### src/rtl/pipe_pkg.sv
// Shared pipeline definitions: opcodes, ALUOp encodings and the hazard scheduler state.
package pipe_pkg;

  localparam logic [5:0] OP_R      = 6'h00;
  localparam logic [5:0] OP_LW     = 6'h23;
  localparam logic [5:0] OP_SW     = 6'h2B;
  localparam logic [5:0] OP_BRANCH = 6'h04;
  localparam logic [5:0] OP_ADDI   = 6'h08;
  localparam logic [5:0] OP_ADDIU  = 6'h09;
  localparam logic [5:0] OP_ORI    = 6'h0D;
  localparam logic [5:0] OP_MDU    = 6'h1C;

  localparam logic [1:0] ALUOP_ADD   = 2'b00;
  localparam logic [1:0] ALUOP_SUB   = 2'b01;
  localparam logic [1:0] ALUOP_FUNCT = 2'b10;
  localparam logic [1:0] ALUOP_OR    = 2'b11;

  typedef enum logic [1:0] {
    ST_RUN      = 2'd0,
    ST_MDU_WAIT = 2'd1,
    ST_MDU_DONE = 2'd2
  } hz_state_e;

  // Instructions whose rt field is a source operand rather than a destination.
  function automatic logic rt_used(input logic [5:0] op);
    return (op == OP_R) || (op == OP_SW) || (op == OP_BRANCH);
  endfunction

endpackage

### src/rtl/hazard_sched_if.sv
// Hazard scheduler bundle: pipeline status in, register/PC control strobes out.
interface hazard_sched_if #(
  parameter int unsigned STAT_W = 16
);
  logic [5:0]        id_opcode;
  logic [4:0]        id_rs;
  logic [4:0]        id_rt;
  logic              ex_mem_read;
  logic [4:0]        ex_rt;
  logic              ex_mdu_start;
  logic              mem_branch;
  logic              mem_zero;
  logic              pc_write;
  logic              pc_src;
  logic              ifid_write;
  logic              ifid_flush;
  logic              idex_write;
  logic              idex_bubble;
  logic              exmem_bubble;
  logic              mdu_busy;
  logic [STAT_W-1:0] stall_cycles;

  modport master (
    output id_opcode, id_rs, id_rt, ex_mem_read, ex_rt, ex_mdu_start, mem_branch, mem_zero,
    input  pc_write, pc_src, ifid_write, ifid_flush, idex_write, idex_bubble, exmem_bubble,
           mdu_busy, stall_cycles
  );

  modport slave (
    input  id_opcode, id_rs, id_rt, ex_mem_read, ex_rt, ex_mdu_start, mem_branch, mem_zero,
    output pc_write, pc_src, ifid_write, ifid_flush, idex_write, idex_bubble, exmem_bubble,
           mdu_busy, stall_cycles
  );
endinterface

### src/rtl/mdu_timer.sv
// Loadable down-counter tracking remaining MDU hold cycles; never underflows.
module mdu_timer #(
  parameter int unsigned CNT_W = 6
) (
  input  logic             clk,
  input  logic             rst_n,
  input  logic             clr,
  input  logic             load,
  input  logic [CNT_W-1:0] load_val,
  input  logic             dec,
  output logic [CNT_W-1:0] cnt,
  output logic             zero
);

  always_ff @(posedge clk or negedge rst_n) begin
    if (!rst_n) begin
      cnt <= '0;
    end else if (clr) begin
      cnt <= '0;
    end else if (load) begin
      cnt <= load_val;
    end else if (dec && (cnt != '0)) begin
      cnt <= cnt - CNT_W'(1);
    end
  end

  assign zero = (cnt == '0);

endmodule

### src/rtl/hazard_sched.sv
// Pipeline hazard scheduler: branch flush, MDU hold sequencing and load-use stalls.
module hazard_sched
  import pipe_pkg::*;
#(
  parameter int unsigned MDU_LAT = 32,
  parameter int unsigned CNT_W   = 6,
  parameter int unsigned STAT_W  = 16
) (
  input  logic          clk,
  input  logic          rst_n,
  hazard_sched_if.slave hz
);

  localparam logic [CNT_W-1:0] MDU_LOAD = CNT_W'(MDU_LAT - 2);

  hz_state_e         state_q, state_d;
  logic [CNT_W-1:0]  tmr_cnt;
  logic              tmr_zero;
  logic              tmr_clr, tmr_load, tmr_dec;
  logic [STAT_W-1:0] stall_q;

  logic load_use, br_taken;
  logic pc_write_c, pc_src_c, ifid_write_c, ifid_flush_c;
  logic idex_write_c, idex_bubble_c, exmem_bubble_c, mdu_busy_c;

  assign load_use = hz.ex_mem_read && (hz.ex_rt != 5'd0) &&
                    ((hz.ex_rt == hz.id_rs) || (rt_used(hz.id_opcode) && (hz.ex_rt == hz.id_rt)));
  assign br_taken = hz.mem_branch && hz.mem_zero;

  mdu_timer #(.CNT_W(CNT_W)) u_mdu_timer (
    .clk      (clk),
    .rst_n    (rst_n),
    .clr      (tmr_clr),
    .load     (tmr_load),
    .load_val (MDU_LOAD),
    .dec      (tmr_dec),
    .cnt      (tmr_cnt),
    .zero     (tmr_zero)
  );

  always_ff @(posedge clk or negedge rst_n) begin
    if (!rst_n) begin
      state_q <= ST_RUN;
    end else begin
      state_q <= state_d;
    end
  end

  // Priority: taken branch, then MDU hold, then load-use stall.
  always_comb begin
    state_d        = state_q;
    tmr_clr        = 1'b0;
    tmr_load       = 1'b0;
    tmr_dec        = 1'b0;
    pc_write_c     = 1'b1;
    pc_src_c       = 1'b0;
    ifid_write_c   = 1'b1;
    ifid_flush_c   = 1'b0;
    idex_write_c   = 1'b1;
    idex_bubble_c  = 1'b0;
    exmem_bubble_c = 1'b0;
    mdu_busy_c     = (state_q != ST_RUN);

    if (br_taken) begin
      pc_src_c       = 1'b1;
      ifid_flush_c   = 1'b1;
      idex_bubble_c  = 1'b1;
      exmem_bubble_c = 1'b1;
      if (state_q != ST_RUN) begin
        state_d = ST_RUN;
        tmr_clr = 1'b1;
      end
    end else begin
      unique case (state_q)
        ST_RUN: begin
          if (hz.ex_mdu_start) begin
            pc_write_c     = 1'b0;
            ifid_write_c   = 1'b0;
            idex_write_c   = 1'b0;
            exmem_bubble_c = 1'b1;
            mdu_busy_c     = 1'b1;
            tmr_load       = 1'b1;
            state_d        = (MDU_LAT <= 2) ? ST_MDU_DONE : ST_MDU_WAIT;
          end else if (load_use) begin
            pc_write_c    = 1'b0;
            ifid_write_c  = 1'b0;
            idex_bubble_c = 1'b1;
          end
        end
        ST_MDU_WAIT: begin
          pc_write_c     = 1'b0;
          ifid_write_c   = 1'b0;
          idex_write_c   = 1'b0;
          exmem_bubble_c = 1'b1;
          tmr_dec        = 1'b1;
          // Leave on the cycle the counter steps down to zero.
          if (tmr_zero || (tmr_cnt == CNT_W'(1))) begin
            state_d = ST_MDU_DONE;
          end
        end
        ST_MDU_DONE: begin
          state_d = ST_RUN;
        end
        default: begin
          state_d = ST_RUN;
          tmr_clr = 1'b1;
        end
      endcase
    end
  end

  // Saturating count of cycles with the PC frozen.
  always_ff @(posedge clk or negedge rst_n) begin
    if (!rst_n) begin
      stall_q <= '0;
    end else if (!pc_write_c && (stall_q != '1)) begin
      stall_q <= stall_q + STAT_W'(1);
    end
  end

  assign hz.pc_write     = pc_write_c;
  assign hz.pc_src       = pc_src_c;
  assign hz.ifid_write   = ifid_write_c;
  assign hz.ifid_flush   = ifid_flush_c;
  assign hz.idex_write   = idex_write_c;
  assign hz.idex_bubble  = idex_bubble_c;
  assign hz.exmem_bubble = exmem_bubble_c;
  assign hz.mdu_busy     = mdu_busy_c;
  assign hz.stall_cycles = stall_q;

endmodule

### src/flat_wrapper.sv
// flat-port wrapper written by rule: the top's interface ports become plain ports
module hazard_sched_flat import pipe_pkg::*;
#(
  parameter int unsigned MDU_LAT = 32,
  parameter int unsigned CNT_W   = 6,
  parameter int unsigned STAT_W  = 16
)
  (clk, rst_n, hz_id_opcode, hz_id_rs, hz_id_rt, hz_ex_mem_read, hz_ex_rt, hz_ex_mdu_start, hz_mem_branch, hz_mem_zero, hz_pc_write, hz_pc_src, hz_ifid_write, hz_ifid_flush, hz_idex_write, hz_idex_bubble, hz_exmem_bubble, hz_mdu_busy, hz_stall_cycles);
  hazard_sched_if #(.STAT_W(STAT_W)) hz_i ();
  input  logic clk;
  input  logic rst_n;
  input wire logic [$bits(hz_i.id_opcode)-1:0] hz_id_opcode;
  input wire logic [$bits(hz_i.id_rs)-1:0] hz_id_rs;
  input wire logic [$bits(hz_i.id_rt)-1:0] hz_id_rt;
  input wire logic [$bits(hz_i.ex_mem_read)-1:0] hz_ex_mem_read;
  input wire logic [$bits(hz_i.ex_rt)-1:0] hz_ex_rt;
  input wire logic [$bits(hz_i.ex_mdu_start)-1:0] hz_ex_mdu_start;
  input wire logic [$bits(hz_i.mem_branch)-1:0] hz_mem_branch;
  input wire logic [$bits(hz_i.mem_zero)-1:0] hz_mem_zero;
  output wire logic [$bits(hz_i.pc_write)-1:0] hz_pc_write;
  output wire logic [$bits(hz_i.pc_src)-1:0] hz_pc_src;
  output wire logic [$bits(hz_i.ifid_write)-1:0] hz_ifid_write;
  output wire logic [$bits(hz_i.ifid_flush)-1:0] hz_ifid_flush;
  output wire logic [$bits(hz_i.idex_write)-1:0] hz_idex_write;
  output wire logic [$bits(hz_i.idex_bubble)-1:0] hz_idex_bubble;
  output wire logic [$bits(hz_i.exmem_bubble)-1:0] hz_exmem_bubble;
  output wire logic [$bits(hz_i.mdu_busy)-1:0] hz_mdu_busy;
  output wire logic [$bits(hz_i.stall_cycles)-1:0] hz_stall_cycles;
  assign hz_i.id_opcode = hz_id_opcode;
  assign hz_i.id_rs = hz_id_rs;
  assign hz_i.id_rt = hz_id_rt;
  assign hz_i.ex_mem_read = hz_ex_mem_read;
  assign hz_i.ex_rt = hz_ex_rt;
  assign hz_i.ex_mdu_start = hz_ex_mdu_start;
  assign hz_i.mem_branch = hz_mem_branch;
  assign hz_i.mem_zero = hz_mem_zero;
  assign hz_pc_write = hz_i.pc_write;
  assign hz_pc_src = hz_i.pc_src;
  assign hz_ifid_write = hz_i.ifid_write;
  assign hz_ifid_flush = hz_i.ifid_flush;
  assign hz_idex_write = hz_i.idex_write;
  assign hz_idex_bubble = hz_i.idex_bubble;
  assign hz_exmem_bubble = hz_i.exmem_bubble;
  assign hz_mdu_busy = hz_i.mdu_busy;
  assign hz_stall_cycles = hz_i.stall_cycles;
  hazard_sched #(.MDU_LAT(MDU_LAT), .CNT_W(CNT_W), .STAT_W(STAT_W)) u_core (.clk(clk), .rst_n(rst_n), .hz(hz_i));
endmodule
### config.mk
export PLATFORM = sky130hd
export DESIGN_NAME = hazard_sched_flat
export DESIGN_NICKNAME = d
export VERILOG_FILES = /design/src/rtl/pipe_pkg.sv /design/src/rtl/hazard_sched_if.sv /design/src/rtl/mdu_timer.sv /design/src/rtl/hazard_sched.sv /design/src/flat_wrapper.sv
export SDC_FILE = /design/constraint.sdc
export NUM_CORES = 1
export LEC_CHECK = 0
export ABC_AREA = 1
export CAP_MARGIN = 20
export CORE_MARGIN = 2
export CORE_UTILIZATION = 33
export CTS_BUF_LIST = sky130_fd_sc_hd__clkbuf_8
export DETAILED_ROUTE_END_ITERATION = 10
export HOLD_SLACK_MARGIN = 0.12
export PLACE_DENSITY = 0.6
export SYNTH_ARGS = -nofsm -noshare
export SYNTH_HDL_FRONTEND = slang
export SYNTH_SLANG_ARGS = --single-unit
### constraint.sdc
create_clock -name clk -period 3.55 [get_ports clk]
set_input_delay 0.5325 -clock clk [delete_from_list [all_inputs] [get_ports clk]]
set_output_delay 0.5325 -clock clk [all_outputs]
set_load 0.03 [all_outputs]
==> reports/results.tsv <==
stage	metric	value	unit
logic_synthesis	Synth area leaders	dfrtp_1 34%, nand2_1 16%, inv_1 7.3%	
cts	clk buf depth	2	
logic_synthesis	synthesized cell area	1790	um2
timing	final worst path period share	87.4	%
cts	CTS tree	built	
floorplanning	die height	77.6	um
cts	post-CTS setup buffers	0	
min_path	type of the most critical hold path	register to register	
finish	fin cells	376	
cts	clk slew on worst S/H paths	0.08	ns
placement	gpl congestion	0.822	
timing	Slew Limit Fails	0	
routing	via count	1781	
worst_setup_path	critical path fanouts, max	18	
timing	Fin Clk Skew	0.0111	ns
pwr	VDD IR max	0.374	mV
timing	Final Hold Fails	0	
floorplanning	Die W	77.6	um
finish	synthesis-to-finish area growth	35.0	%
global_route	antenna violations before repair	0	
pwr	leak pwr	1.18	nW
routing	per-cell routed wire length	11.5	um
global_route	Total GRT Usage	15.0	%
logic_synthesis	register bit total from synthesis	24	
finish	antenna cells	0	
timing	Max Clock Freq	322	MHz
floorplanning	core area	5170	um2
worst_setup_path	Worst Path Arrival	2.57	ns
worst_setup_path	Req. time, crit path	3.02	ns
routing	Total Wirelength	4.32	mm
cts	Root Driver	clkbuf_8	
flow_run	MaxCap Viol Count	0	
worst_setup_path	CP Capture Type	output port	
logic_synthesis	Synth async-reset ratio	100	%
logic_synthesis	syn_area_per_cell	6.96	um2
routing	Via density	4.74	
logic_synthesis	share of the synthesized area in the top cell type	33.6	%
timing	RSZ-0062 raised after global routing	no	
routing	final routed DRC violation total	0	
worst_setup_path	Crit Path Class	input port to output port	
cts	worst skew pair latency	0.27	ns
cts	Sink Count	24	
logic_synthesis	post-synth top area cell	dfrtp_1	
worst_setup_path	Setup crit start kind	input port	
timing	hold slack	0.543	ns
placement	dpl hpwl	3.25	mm
placement	number of port buffers	50	
logic_synthesis	Post-synth EDFFs	0	
floorplanning	Die Area	6030	um2
cts	post_cts resized	0	
cts	H-Tree Depth	1	
pwr	pwr dens	562	nW/um2
logic_synthesis	Main synth FF type	dfrtp_1	
logic_synthesis	Syn. warnings	0	
cts	# hold bufs at CTS	0	
routing	antenna-violating nets left	0	
global_route	gr ovfl total	0	
global_route	first-pass GRT wire length	7.56	mm
placement	dpl cells	372	
global_route	vias in the first global route	1671	
floorplanning	Initial Utilization	34.6	%
timing	Worst Tran Pin Value	0.393	ns
finish	fin nets	338	
logic_synthesis	sequential area share after synthesis	33.6	%
floorplanning	IO Count	51	
routing	drt pass-1 iters	4	
run_status	status	complete, no violations	
logic_synthesis	synthesized net count	288	
timing	final setup fails	0	
logic_synthesis	Cells after Synth	257	
logic_synthesis	library cells used by synthesis	27	
finish	share of layout cells above drive strength 1	4.90	%
timing	worst rel slew slack	73.8	%
floorplanning	Row Count	26	
global_route	largest net degree at the start of global routing	25	
timing	Fin Setup TNS	0	ns
timing	Final min period	3.10	ns
logic_synthesis	most numerous cell in the Yosys netlist	nand2_1	
logic_synthesis	synth cell count leaders	75 x nand2_1, 35 x inv_1, 27 x nor2_1	
pwr	total chip power	0.00136	W
routing	First DRT Iteration DRCs	85	
cts	total CTS buffers	3	
layout make-up:
class	count	area (um2)
clock buffers	3	41.3
clock inverters	1	30.0
fillers	512	2760
inverters	35	131
multi-input cells	191	1010
flip-flops and latches	24	601
well taps	70	87.6
repair buffers	52	515
cell usage in the layout (no fill, tap or decap):
cell type and n:
nor2_2 2, a31oi_1 3, o211ai_1 1, nor3_1 1, clkbuf_8 3, xnor2_1 6, xor2_1 12, a21boi_0 1
o21ai_0 11, nand2_1 75, inv_1 35, dfrtp_1 24, nand3_1 14, bufinv_16 1, nand3_2 2, ha_1 4
nand2_4 1, o21ai_1 1, nand2_2 1, nand3_4 1, nor3b_1 1, buf_4 2, nor3_2 2, a21oi_1 4
nand4_1 20, clkdlybuf4s50_1 50, nor2_1 27, o221ai_1 1
sequential cells by signal, summed over array words and instances (netlist names):
name,flops
u_core.hz.stall_cycles,16
u_core.state_q,2
u_core.u_mdu_timer.cnt,6
power breakdown:
part           internal (W)  switching (W)
sequential         0.000341      0.0000654
clock              0.000151      0.0000944
combinational      0.000263       0.000443
per-stage QoR:
| stage | worst slack [ns] | cell area (um2) | util, % |
|---|---|---|---|
| finish | 0.449 | 2410 | 46.7 |
| global placement | 0.470 | 2340 | 45.3 |
| CTS | 0.430 | 2410 | 46.7 |
| global route | 0.230 | 2410 | 46.7 |
| floorplan | 1.15 | 1790 | - |
| detailed placement | 0.438 | 2340 | 45.3 |
per-layer routing:
metal / global-route usage [%] / wire length, um / vias up
met3: 3.37 / 264 / 4
li1: - / - / 928
met5: 0 / 0 / -
met1: 20.6 / 2140 / 801
met4: 3.75 / 35 / 0
met2: 23.9 / 1880 / 48
final timing paths:
path / startpoint / to / slack, ns / cells after the start
setup / recovery: hz_ex_rt[4] / hz_ifid_write / 0.45 / 11
hold / removal: u_core.hz.stall_cycles[1] / u_core.hz.stall_cycles[1] / 0.54 / 2
setup reg to reg: u_core.hz.stall_cycles[0] / u_core.hz.stall_cycles[10] / 1.69 / 9
hold reg to reg: u_core.hz.stall_cycles[1] / u_core.hz.stall_cycles[1] / 0.54 / 2
max in group asynchronous: rst_n / u_core.state_q[0] / 2.69 / 2
min in group asynchronous: rst_n / u_core.hz.stall_cycles[8] / 0.61 / 2
cells by family after synthesis:
logic type               synth area share, %
AND/OR/NAND/NOR                         37.9
flip-flops                              33.6
adder cells (fa/ha/maj)                 2.80
XOR/XNOR                                8.81
buffers and inverters                   10.1
AO/OA/AOI/OAI                           6.85
worst max-delay path, cell delays in order:
cell	delay, ns
clkdlybuf4s50_1	0.55
inv_1	0.06
nand2_1	0.05
nand2_1	0.05
nor2_1	0.11
nand2_1	0.05
o21ai_1	0.12
nand2_1	0.11
nand2_4	0.19
nand2_1	0.12
clkdlybuf4s50_1	0.61
Power figures use the tool's default switching activity.
